`config.mk`:
```
export PLATFORM = sky130hd
export DESIGN_NAME = stone_drawer
export DESIGN_NICKNAME = d
export VERILOG_FILES = /design/src/rtl/stone_drawer_pkg.sv /design/src/rtl/stone_drawer_sprite_scan.sv /design/src/rtl/stone_drawer.sv
export SDC_FILE = /design/constraint.sdc
export NUM_CORES = 1
export LEC_CHECK = 0
export BUFFER_PORTS_ARGS = -buffer_cell sky130_fd_sc_hd__clkbuf_2
export CORE_ASPECT_RATIO = 1.25
export CORE_MARGIN = 3
export CORE_UTILIZATION = 30
export DETAILED_ROUTE_END_ITERATION = 16
export GPL_ROUTABILITY_DRIVEN = 0
export HOLD_SLACK_MARGIN = 0.12
export MAX_ROUTING_LAYER = met4
export REMOVE_ABC_BUFFERS = 1
export SYNTH_ARGS = -nofsm -noshare
export SYNTH_HDL_FRONTEND = slang
export SYNTH_SLANG_ARGS = --single-unit
```
`constraint.sdc`:
```
create_clock -name clock -period 2.15 [get_ports clock]
set_input_delay 0.1075 -clock clock [delete_from_list [all_inputs] [get_ports clock]]
set_output_delay 0.1075 -clock clock [all_outputs]
set_load 0.005 [all_outputs]
```
`src/rtl/stone_drawer_pkg.sv`:
```
// Shared definitions for the stone sprite drawer and the rope controller:
// stone-word layout, stone types, screen limits, sprite size, default colours.
package stone_drawer_pkg;

    // Stone word field positions
    localparam int unsigned WordXMsb    = 31;
    localparam int unsigned WordXLsb    = 23;
    localparam int unsigned WordYMsb    = 18;
    localparam int unsigned WordYLsb    = 11;
    localparam int unsigned WordTypeMsb = 3;
    localparam int unsigned WordTypeLsb = 2;
    localparam int unsigned WordVisBit  = 1;
    localparam int unsigned WordMovBit  = 0;

    typedef enum logic [1:0] {
        TypeStone   = 2'd0,
        TypeGold    = 2'd1,
        TypeDiamond = 2'd2
    } stone_type_e;

    // Screen and sprite geometry
    localparam int unsigned ScreenW    = 320;
    localparam int unsigned ScreenH    = 240;
    localparam int unsigned SpriteSize = 16;
    localparam int unsigned SpriteW    = 4;

    // Default 9-bit RGB colours
    localparam logic [8:0] ColStoneDef   = 9'o444;
    localparam logic [8:0] ColGoldDef    = 9'o770;
    localparam logic [8:0] ColDiamondDef = 9'o077;

    typedef enum logic [2:0] {
        StIdle  = 3'd0,
        StAddr  = 3'd1,
        StWait  = 3'd2,
        StLatch = 3'd3,
        StPlot  = 3'd4,
        StNext  = 3'd5,
        StDone  = 3'd6
    } draw_state_e;

    // Type code 3 is treated as diamond along with 2
    function automatic logic [8:0] stone_colour(input logic [1:0] kind,
                                                input logic [8:0] col_stone,
                                                input logic [8:0] col_gold,
                                                input logic [8:0] col_diamond);
        if (kind[1]) begin
            return col_diamond;
        end else if (kind == TypeGold) begin
            return col_gold;
        end else begin
            return col_stone;
        end
    endfunction

endpackage

```
`src/rtl/stone_drawer_sprite_scan.sv`:
```
// 16x16 raster counter for one sprite: column runs fastest, row advances on
// column wrap. last_o flags the final pixel of the sprite.
module stone_drawer_sprite_scan
    import stone_drawer_pkg::*;
(
    input  logic               clock,
    input  logic               reset,
    input  logic               clear_i,
    input  logic               step_i,
    output logic [SpriteW-1:0] row_o,
    output logic [SpriteW-1:0] col_o,
    output logic               last_o
);

    localparam logic [SpriteW-1:0] LastPos = SpriteW'(SpriteSize - 1);

    logic [SpriteW-1:0] row_q, row_d;
    logic [SpriteW-1:0] col_q, col_d;

    // Next raster position: clear wins over step
    always_comb begin
        row_d = row_q;
        col_d = col_q;
        if (clear_i) begin
            row_d = '0;
            col_d = '0;
        end else if (step_i) begin
            col_d = col_q + 1'b1;
            if (col_q == LastPos) begin
                row_d = row_q + 1'b1;
            end
        end
    end

    // Position registers with synchronous reset
    always_ff @(posedge clock) begin
        if (reset) begin
            row_q <= '0;
            col_q <= '0;
        end else begin
            row_q <= row_d;
            col_q <= col_d;
        end
    end

    assign row_o  = row_q;
    assign col_o  = col_q;
    assign last_o = (row_q == LastPos) && (col_q == LastPos);

endmodule

```
`src/rtl/stone_drawer.sv`:
```
// Stone drawer: walks the stone table in RAM and plots each visible stone as
// a 16x16 sprite, one pixel per clock, clipping pixels that fall off-screen.
module stone_drawer
    import stone_drawer_pkg::*;
#(
    parameter int unsigned RAM_LATENCY = 2,
    parameter logic [8:0]  COL_STONE   = ColStoneDef,
    parameter logic [8:0]  COL_GOLD    = ColGoldDef,
    parameter logic [8:0]  COL_DIAMOND = ColDiamondDef
) (
    input  logic        clock,
    input  logic        reset,
    input  logic        start,
    input  logic [3:0]  quantity,
    input  logic [31:0] ram_q,
    output logic        draw_stone_flag,
    output logic [3:0]  draw_index,
    output logic [8:0]  x,
    output logic [7:0]  y,
    output logic [8:0]  colour,
    output logic        plot,
    output logic        busy,
    output logic        done
);

    localparam int unsigned WaitW = (RAM_LATENCY > 1) ? $clog2(RAM_LATENCY) : 1;
    localparam logic [WaitW-1:0] WaitLast = WaitW'((RAM_LATENCY == 0) ? 0 : RAM_LATENCY - 1);

    draw_state_e       state_q, state_d;
    logic [4:0]        idx_q, idx_d;
    logic [WaitW-1:0]  wait_q, wait_d;
    logic [31:0]       word_q, word_d;

    logic               scan_clear, scan_step, scan_last;
    logic [SpriteW-1:0] scan_row, scan_col;
    logic [9:0]         pix_x, pix_y;
    logic               unused_word;

    stone_drawer_sprite_scan u_scan (
        .clock   (clock),
        .reset   (reset),
        .clear_i (scan_clear),
        .step_i  (scan_step),
        .row_o   (scan_row),
        .col_o   (scan_col),
        .last_o  (scan_last)
    );

    // State and datapath registers; reset has priority over start
    always_ff @(posedge clock) begin
        if (reset) begin
            state_q <= StIdle;
            idx_q   <= '0;
            wait_q  <= '0;
            word_q  <= '0;
        end else begin
            state_q <= state_d;
            idx_q   <= idx_d;
            wait_q  <= wait_d;
            word_q  <= word_d;
        end
    end

    // Next-state and datapath updates
    always_comb begin
        state_d    = state_q;
        idx_d      = idx_q;
        wait_d     = wait_q;
        word_d     = word_q;
        scan_clear = 1'b0;
        scan_step  = 1'b0;
        unique case (state_q)
            StIdle: begin
                if (start) begin
                    idx_d   = '0;
                    state_d = (quantity == 4'd0) ? StDone : StAddr;
                end
            end
            StAddr: begin
                wait_d  = '0;
                state_d = (RAM_LATENCY == 0) ? StLatch : StWait;
            end
            StWait: begin
                wait_d = wait_q + 1'b1;
                if (wait_q == WaitLast) begin
                    state_d = StLatch;
                end
            end
            StLatch: begin
                word_d     = ram_q;
                scan_clear = 1'b1;
                state_d    = ram_q[WordVisBit] ? StPlot : StNext;
            end
            StPlot: begin
                scan_step = 1'b1;
                if (scan_last) begin
                    state_d = StNext;
                end
            end
            StNext: begin
                // 5-bit index so quantity 15 terminates instead of wrapping
                idx_d   = idx_q + 5'd1;
                state_d = (idx_q + 5'd1 == {1'b0, quantity}) ? StDone : StAddr;
            end
            StDone: begin
                state_d = StIdle;
            end
            default: begin
                state_d = StIdle;
            end
        endcase
    end

    // Outputs decoded from state; pixel maths at 10 bits for clipping
    always_comb begin
        pix_x = {1'b0, word_q[WordXMsb:WordXLsb]} + {6'd0, scan_col};
        pix_y = {2'b0, word_q[WordYMsb:WordYLsb]} + {6'd0, scan_row};

        busy            = (state_q != StIdle);
        draw_stone_flag = busy;
        draw_index      = busy ? idx_q[3:0] : 4'd0;
        done            = (state_q == StDone);
        x               = '0;
        y               = '0;
        colour          = '0;
        plot            = 1'b0;
        if (state_q == StPlot) begin
            x      = pix_x[8:0];
            y      = pix_y[7:0];
            colour = stone_colour(word_q[WordTypeMsb:WordTypeLsb], COL_STONE, COL_GOLD,
                                  COL_DIAMOND);
            plot   = (pix_x < 10'(ScreenW)) && (pix_y < 10'(ScreenH));
        end
    end

    // Padding bits, visibility (decided at latch time) and moving flag are not needed later
    assign unused_word = ^{word_q[22:19], word_q[10:4], word_q[WordVisBit], word_q[WordMovBit]};

endmodule
```
==> qor.yml, run 1 <==
vias: 2282
htreeDepth: 2
fin_ws_ns: -0.09362
via_per_inst: 4.784
ant_nets: 0
grt_use_total_pct: 13.92
yosysMostFrequentCell: "nand2_1"
maxCapViolCount: 0
cts_num_sinks: 36
end_kind: "primary output"
die_w_um: 84.93
fp-row-count: 35
top_usage_layer: "met2"
pin_count: 73
dp_slack_ns: 0.08666
synth_top_cell_by_area: "dfxtp_1"
synth_compound_gate_area_share_pct: 18.37
critical_path_arrival_ns: 2.14
fp.coreArea_um2: 7488
netlist.area_leader.share_pct: 30.85
postSynth.asyncResetShare_pct: 0
grt_overflow_total: 0
area_growth_syn_to_layout_pct: 33.85
synth.distinct_cells: 50
dp_hpwl_um: 4200
setup_viol: 2
final_cells: 477
cts_max_path_buffers: 2
critical_path_class: "reg -> out"
post-route-util_pct: 41.75
post-route-period-util_pct: 104.4
slowest_stage: "dfxtp_1"
violations: "negative setup slack"
clkTransAtPathRegs_ns: 0.07
reg2reg_depth: 6
fmax_mhz: 445.7
drc: 0
hold_viol_final: 0
numCtsBuffers: 5
syn-cell-area_um2: 2336
hold_path_class: "in -> reg"
synthSimpleGateAreaFrac_pct: 28.87
leakage_nw: 1.271
syn_inst: 305
tightest_slew_ns: 0.5939
synth_xor_area_share_pct: 7.499
die-height_um: 104.7
drtIter0Drc: 72
met3_usage_pct: 2.997
cts_tree: "yes"
drive_gt1_share_pct: 28.31
grt_pass1_wl_um: 9970
antenna_found_initial: 0
slew_headroom_pct: 60.40
hold_depth: 3
slowest_delay_ns: 0.40
path_cells: "ha_1 > a21oi_2 > a2bb2oi_2 > buf_4 > o2111a_1 > a211oi_1 > a211oi_2 > buf_2"
place_inst: 443
wl_per_cell_um: 12.47
synth_area_per_cell_um2: 7.659
grtUsageMet2_pct: 23.29
start_kind: "register"
synth_edf_count: 0
synth_fa_ha_area_share_pct: 7.606
design.die.area_um2: 8888
grt_max_degree: 29
clock_latency_ns: 0.28
antenna_cells: 0
drt_first_pass_iters: 4
portBuffers: 60
finalPower_mw: 1.777
timing.hold.ws_ns: 0.1668
path_max_fanout: 5
min_period_ns: 2.244
vdd_ir_drop_max_mv: 0.2889
clockRootBuffer: "clkbuf_8"
powerDensity_nw_per_um2: 568.5
start_util_pct: 31.19
synth_ff_type: "dfxtp_1"
ys_top_cells_by_area: "dfxtp_1 (31%), nand2_1 (8.4%), a21oi_1 (7.5%)"
clock-skew-final_ns: 0.001933
fin_nets: 437
ys_warn_count: 0
seq_area_frac_synth_pct: 30.85
rsz0062_at_grt: "true"
slew_violations: 0
muxShareOfSynthArea_pct: 0.4285
grt_pass1_vias: 2252
ys_seq_elements: 36
wirelength_um: 5948
outcome: "complete, but fails checks"
synth_top_family_by_area: "simple AND/OR/NAND/NOR gates"
use_met1_pct: 16.70
synth_commonest_cells: "nand2_1 (52), dfxtp_1 (36), a21oi_1 (35)"
crit_required_ns: 2.04
## final timing paths
| path | to | slack, ns | from |
|---|---|---|---|
| max | plot | -0.09 | u_scan.col_o[1] |
| min | state_q[2] | 0.17 | start |
| max reg2reg | state_q[1] | 0.39 | idx_q[0] |
| min reg2reg | word_q[14] | 0.47 | word_q[14] |
## state kept, by name, summed over array words and instances, names as in the netlist
| signal | flops |
|---|---|
| wait_q | 1 |
| word_q | 19 |
| idx_q | 5 |
| state_q | 3 |
| u_scan.col_o | 4 |
| u_scan.row_o | 4 |
## report_power, final
part / switching (mW) / internal (mW)
Combinational: 0.239 / 0.203
Sequential: 0.101 / 0.715
Clock: 0.233 / 0.286
## cells by family after synthesis
logic type,after synthesis
compound gates,68
fa+ha+maj,13
mux,1
simple gates,136
xor+xnor,20
flops,36
buf+inv,31
## layer usage
metal,routed length [µm],vias up
met4,109,0
met3,292,10
met1,2749,1021
met5,0,-
li1,-,1196
met2,2796,55
## placed cells by master (no fill, tap or decap), types with 8 or more instances in the layout
cell type / netlist / final
nor2_1: 33 / 33
and2_1: 9 / 9
nand2_1: 52 / 52
xor2_1: 12 / 12
buf_4: 6 / 16
o21ai_0: 11 / 10
a21oi_1: 35 / 32
clkbuf_2: 0 / 58
dlygate4sd3_1: 0 / 19
xnor2_1: 8 / 8
dfxtp_1: 36 / 32
## per-stage QoR
stage | instance area, µm² | setup TNS (ns)
2_1_floorplan | 2221 | -0.1928
3_3_place_gp | 2701 | 0
3_5_place_dp | 2701 | 0
4_1_cts | 3094 | -0.1916
5_1_grt | 3127 | -0.4628
6_report | 3127 | -0.09410
## area by class of cell
cell class	count	area (µm²)
Fill cell	772	4362
Multi-Input combinational cell	238	1543
Sequential cell	36	728.2
Timing Repair Buffer	95	610.6
Tap cell	92	115.1
Clock buffer	7	96.34
Inverter	9	33.78
## critical path, delay by kind of cell, from the launching register on
family | cells | cell delay (ns)
flops | 1 | 0.40
buf+inv | 2 | 0.31
fa+ha+maj | 1 | 0.27
compound gates | 5 | 0.88
## what timing repair did
action,4_1_cts,5_1_grt
endpoints found under the hold margin,19,0
buffers inserted,7,1
pin swaps,12,5
hold buffers,19,0
gates cloned,0,0
gates resized for setup,13,8
setup endpoints to repair,3,5
(Power assumes the default switching activity.)
==> run 2: changes to the inputs <==
==> constraint.sdc (replaced) <==
create_clock -name clock -period 2.25 [get_ports clock]
set_input_delay 0.1125 -clock clock [delete_from_list [all_inputs] [get_ports clock]]
set_output_delay 0.1125 -clock clock [all_outputs]
set_load 0.005 [all_outputs]
==> qor.yml, run 2 (same netlist as run 1, synthesis figures left out) <==
slowest_stage: "dfxtp_2"
post-route-period-util_pct: 99.78
grt_pass1_vias: 2247  # -0.22%
grt_overflow_total: 0  # unchanged
multiInputGateArea_um2: 1550  # +0.49%
final_cells: 476  # -0.21%
numCtsBuffers: 5  # unchanged
post-route-util_pct: 41.74  # about the same
leakage_nw: 1.268  # -0.22%
crit_required_ns: 2.14  # +0.10 ns
fin_ws_ns: 0.004863  # +0.09848 ns
grt_max_degree: 29  # unchanged
antenna_found_initial: 0  # unchanged
fp.coreArea_um2: 7488  # unchanged
critical_path_class: "reg -> out"
dp_hpwl_um: 4171  # -0.69%
tightest_slew_ns: 0.6020  # +0.008062 ns
grt_pass1_wl_um: 10030  # +0.55%
cts_tree: "yes"
drive_gt1_share_pct: 28.13  # -0.19 points
via_per_inst: 4.838  # +1.1%
place_inst: 443  # unchanged
dp_slack_ns: 0.1516  # +0.06493 ns
grt_use_total_pct: 13.86  # -0.060 points
hold_path_class: "in -> reg"
final_cell_mix: "clkbuf_2 (58), nand2_1 (52), a21oi_1 (33), nor2_1 (33), dfxtp_1 (31)"
clkTransAtPathRegs_ns: 0.07  # about the same
die-height_um: 104.7  # unchanged
reg2reg_slack_ns: 0.52  # +0.13 ns
wl_per_cell_um: 12.31  # -1.3%
ant_nets: 0  # unchanged
clock-skew-final_ns: 0.004654  # +0.002721 ns
critical_path_arrival_ns: 2.13  # about the same
die_w_um: 84.93  # unchanged
slowest_delay_ns: 0.34  # -0.06 ns
drc: 0  # unchanged
setup_tns_ns: 0  # +0.09410 ns
final_common_cell: "clkbuf_2"
cts_max_path_buffers: 2  # unchanged
fmax_mhz: 445.4
drt_first_pass_iters: 4  # unchanged
outcome: "complete, no violations"
setup_viol: 0  # -2
design.die.area_um2: 8888  # unchanged
n_fill_cell: 790  # +2.3%
htreeDepth: 2  # unchanged
fin_nets: 436  # -0.23%
regMostFlops: "word_q"
end_kind: "primary output"
start_kind: "register"
clock_latency_ns: 0.28  # about the same
portBuffers: 60  # unchanged
fp-row-count: 35  # unchanged
biggestRegsByFlops: "word_q x19, idx_q x5"
min_period_ns: 2.245
path_max_fanout: 4  # -1
drtIter0Drc: 82  # +14%
clockRootBuffer: "clkbuf_8"
vdd_ir_drop_max_mv: 0.2730  # -5.5%
pin_count: 73  # unchanged
wirelength_um: 5859  # -1.5%
seq_area_um2: 726.9  # -0.17%
cts_num_sinks: 36  # unchanged
area_growth_syn_to_layout_pct: 33.80  # about the same
vias: 2303  # +0.92%
antenna_cells: 0  # unchanged
hold_viol_final: 0  # unchanged
rsz0062_at_grt: "true"
powerDensity_nw_per_um2: 547.4  # -3.7%
start_util_pct: 31.19  # unchanged
finalPower_mw: 1.711  # -3.7%
slew_violations: 0  # unchanged
slew_headroom_pct: 59.87  # -0.54 points
maxCapViolCount: 0  # unchanged
path_cells: "ha_4 > inv_2 > fa_2 > nor2b_4 > o31a_1 > and4_4 > a31o_1 > a211oi_2 > buf_2"
largest_reg_flops: 19  # unchanged
==> run 2: changes by cell type in the layout (fill, tap and decap cells not counted), sizes merged <==
cell,delta
buf,-1
==> run 2: power by group <==
| part | internal, mW | switching, mW |
|---|---|---|
| clock | 0.273 | 0.216 |
| sequential | 0.685 | 0.0572 |
| combinational | 0.209 | 0.270 |
==> run 2: cell type report <==
cell class	instances	area share (%)
timing repair buffer	94	19.30
sequential	36	23.26
multi-input combinational	238	49.60
inverter	9	1.081
clock buffer	7	3.082
tap	92	3.683
==> run 2: worst max-delay path: cells and delay by family, from the launching register on <==
kind	cells	cell delay [ns]
AOI/OAI and AO/OA	3	0.67
and+or+nand+nor	2	0.27
buffers and inverters	2	0.20
adders and majority gates	2	0.38
DFF	1	0.34
==> run 2: final timing paths <==
kind / start / cells after the start / to
setup reg to reg: idx_q[0] / 6 / state_q[1]
setup / recovery: u_scan.col_o[0] / 9 / plot
hold reg to reg: word_q[14] / 2 / word_q[14]
hold / removal: start / 3 / state_q[2]
==> run 2: what timing repair did <==
| action | 4_1_cts | 5_1_grt |
|---|---|---|
| setup buffers | 6 | 1 |
| hold buffers | 19 | 0 |
| hold endpoints to repair | 19 | 0 |
| gates resized for setup | 12 | 9 |
| pin swaps | 10 | 5 |
| setup endpoints to repair | 2 | 5 |
==> run 2: per-layer routing <==
metal  part of all wire (%)  vias up  routed length (µm)  global-route usage [%]
li1                       -     1186                   -                       -
met1                     45     1060                2630                   16.63
met2                     50       49                2911                   23.63
met3                    4.2        8                 245                   2.760
met4                    1.2        0                  70                   3.620
met5                      0        -                   0                       -
==> run 2: metrics by stage <==
stage | cell area, µm² | hold WS [ns]
6_report | 3126 | 0.1729
5_1_grt | 3126 | 0.1818
4_1_cts | 3072 | 0.1629
3_5_place_dp | 2701 | 0.3493
3_3_place_gp | 2701 | 0.3460
2_1_floorplan | 2221 | 0.1816
==> run 3: changes to the inputs <==
--- a/config.mk
+++ b/config.mk
@@ -16,4 +16,5 @@
 export REMOVE_ABC_BUFFERS = 1
 export SYNTH_ARGS = -nofsm -noshare
 export SYNTH_HDL_FRONTEND = slang
+export SYNTH_HIERARCHICAL = 1
 export SYNTH_SLANG_ARGS = --single-unit
==> qor.yml, run 3 <==
maxCapViolCount: 0  # unchanged
leakage_nw: 1.304  # +2.8%
min_from: "start"
muxShareOfSynthArea_pct: 0.8479  # +0.42 points
powerDensity_nw_per_um2: 551.7  # +0.77%
slew_headroom_pct: 57.42  # -2.4 points
final_cell_mix: "clkbuf_2 (59), nand2_1 (55), a21oi_1 (36), nor2_1 (36), dfxtp_1 (34)"
dp_hpwl_um: 4233  # +1.5%
fp.coreArea_um2: 7532  # +0.58%
dp_slack_ns: 0.01580  # -0.1358 ns
grt_overflow_total: 0  # unchanged
min_period_ns: 2.346  # +0.1011 ns
largest_reg_flops: 19  # unchanged
path_depth: 8  # -1
grt_pass1_wl_um: 9846  # -1.8%
violations: "negative setup slack"
design.die.area_um2: 8977  # +1.0%
finalPower_mw: 1.711  # about the same
fin_ws_ns: -0.09620  # -0.1011 ns
wl_per_cell_um: 12.07  # -1.9%
hold_viol_final: 0  # unchanged
htreeDepth: 2  # unchanged
synth_top_family_by_area: "simple AND/OR/NAND/NOR gates"
die_w_um: 85.35  # +0.49%
slowest_stage: "dfxtp_2"
end_kind: "primary output"
start_util_pct: 31.35  # +0.15 points
portBuffers: 60  # unchanged
syn-cell-area_um2: 2361  # +1.1%
area_growth_syn_to_layout_pct: 31.37
fp-row-count: 35  # unchanged
biggestRegsByFlops: "word_q x19, idx_q x5"
regMostFlops: "word_q"
outcome: "complete, but fails checks"
reg2reg_depth: 6  # unchanged
n_fill_cell: 832  # +5.3%
drt_first_pass_iters: 4  # unchanged
pwr-share-seq_pct: 42.5  # -0.9 points
slowest_delay_ns: 0.36  # +0.02 ns
grt_use_total_pct: 13.44  # -0.42 points
timing.critical_path.buf_inv: 2  # unchanged
fmax_mhz: 426.2  # -4.3%
synth_commonest_cells: "nand2_1 (55), a21oi_1 (37), dfxtp_1 (36), nor2_1 (36), xnor2_1 (13)"
clkTransAtPathRegs_ns: 0.07  # about the same
critical_path.endpoint: "plot"
reg2reg_from: "idx_q[0]"
synth_ff_type: "dfxtp_1"
p_int_mw: 1.163  # -0.41%
critical_path_arrival_ns: 2.23  # +0.10 ns
synth_compound_gate_area_share_pct: 19.08  # +0.71 points
cp_top_family: "compound AO/OA/AOI/OAI gates"
ant_nets: 0  # unchanged
drc: 0  # unchanged
cts_max_path_buffers: 2  # unchanged
drive_gt1_share_pct: 25.90  # -2.2 points
setup_viol: 1  # +1
grt_pass1_vias: 2267  # +0.89%
synth_top_cell_by_area: "dfxtp_1"
postSynth.asyncResetShare_pct: 0  # unchanged
crit_required_ns: 2.14  # about the same
timing.rr.end: "state_q[0]"
clock-skew-final_ns: 0.008074  # +0.003420 ns
synth_xor_area_share_pct: 7.790  # +0.29 points
ys_top_cells_by_area: "dfxtp_1 (31%), nand2_1 (8.7%), a21oi_1 (7.8%)"
reg2reg_slack_ns: 0.40  # -0.12 ns
post-route-period-util_pct: 104.3  # +4.5 points
vias: 2333  # +1.3%
cts_num_sinks: 36  # unchanged
power_switching_uw: 548.6  # +0.90%
cts_tree: "yes"
netlist.area_leader.share_pct: 30.52  # -0.33 points
clockRootBuffer: "clkbuf_8"
antenna_cells: 0  # unchanged
rsz0062_at_grt: "true"
timing.hold.ws_ns: 0.2607  # +0.08777 ns
ys_seq_elements: 36  # unchanged
p_sw_share_pct: 32.06  # +0.28 points
clock_latency_ns: 0.28  # about the same
slew_violations: 0  # unchanged
synth_area_per_cell_um2: 7.567  # -1.2%
synth_edf_count: 0  # unchanged
power_frac_comb_pct: 28.5  # +0.5 points
die-height_um: 105.2  # +0.51%
syn_inst: 312  # +2.3%
antenna_found_initial: 0  # unchanged
grt_max_degree: 30  # +3.4%
synthSimpleGateAreaFrac_pct: 27.98  # -0.89 points
seq_area_frac_synth_pct: 30.52  # -0.33 points
yosysMostFrequentCell: "nand2_1"
final_common_cell: "clkbuf_2"
path_max_fanout: 3  # -1
tightest_slew_ns: 0.6386  # +0.03662 ns
synth_fa_ha_area_share_pct: 7.525  # -0.081 points
critical_path_class: "reg -> out"
crit_path_start: "word_q[23]"
fin_nets: 442  # +1.4%
via_per_inst: 4.840  # about the same
pin_count: 73  # unchanged
vdd_ir_drop_max_mv: 0.3147  # +15%
wirelength_um: 5820  # -0.67%
start_kind: "register"
hold_path_class: "in -> reg"
pwr-share-clk_pct: 29.0  # +0.4 points
synth.distinct_cells: 53  # +6.0%
cpMostUsedCell: "o311a_1"
drtIter0Drc: 58  # -29%
ys_warn_count: 6  # +6
path_cells: "ha_4 > inv_2 > fa_2 > nand4bb_1 > o311a_1 > a221oi_2 > o311a_1 > clkbuf_2"
numCtsBuffers: 5  # unchanged
## run 3: tightest hold or removal path, delay by kind of cell
kind	cells	cell delay [ns]
AOI/OAI and AO/OA	3	0.28
buffers and inverters	1	0.10
## run 3: layer usage
layer	up-vias	part of all wire, %	track usage [%]
li1	1226	-	-
met1	1067	45	15.08
met2	38	51	23.78
met3	2	3.5	2.839
met4	0	0.57	3.733
met5	-	0	-
## run 3: worst min-delay path by stage
stage	end	slack [ns]	depth (start not counted)
final	state_q[1]	0.26	4
after detailed placement	word_q[12]	0.34	3
after global placement	word_q[2]	0.34	3
after global routing	state_q[1]	0.27	4
after floorplan	state_q[2]	0.18	1
after CTS	state_q[1]	0.25	4
## run 3: repair_timing
item                                    4_1_cts  5_1_grt
endpoints found under the hold margin        19        0
hold buffers                                 19        0
buffers inserted                              0        2
gates resized for setup                       7        8
endpoints found under the setup margin        3        6
pin swaps                                     3        3
## run 3: layout make-up
type | instances | area, µm² | area share (%)
Clock buffer | 7 | 96.34 | 3.106
Sequential cell | 36 | 723.2 | 23.32
Timing Repair Buffer | 90 | 576.8 | 18.60
Inverter | 12 | 45.04 | 1.452
Multi-Input combinational cell | 245 | 1545 | 49.82
Tap cell | 92 | 115.1 | 3.711
## run 3: stage by stage
stage	setup TNS, ns	cells	utilization (%)	instance area [µm²]
6_report	-0.09620	482	41.18	3102
5_1_grt	-0.4405	482	41.18	3102
4_1_cts	-0.1432	480	40.52	3052
3_5_place_dp	0	454	36.40	2741
3_3_place_gp	0	454	36.40	2741
2_1_floorplan	0	293	-	2258
## run 3: cells by family (layout without fill, tap and decap cells)
| logic type | count (synthesis) | count (layout) |
|---|---|---|
| fa+ha+maj | 13 | 13 |
| flops | 36 | 36 |
| compound gates | 73 | 73 |
| xor+xnor | 21 | 21 |
| simple gates | 136 | 136 |
| mux | 2 | 2 |
| buf+inv | 31 | 109 |
## run 3: power by group through the flow
stage | clock network [mW] | registers [mW] | logic [mW]
final | 0.496 | 0.728 | 0.488
after global routing | 0.542 | 0.734 | 0.546
after CTS | 0.514 | 0.726 | 0.492
after detailed placement | 0 | 0.739 | 0.463
after global placement | 0 | 0.736 | 0.463
after floorplan | 0 | 0.768 | 0.257
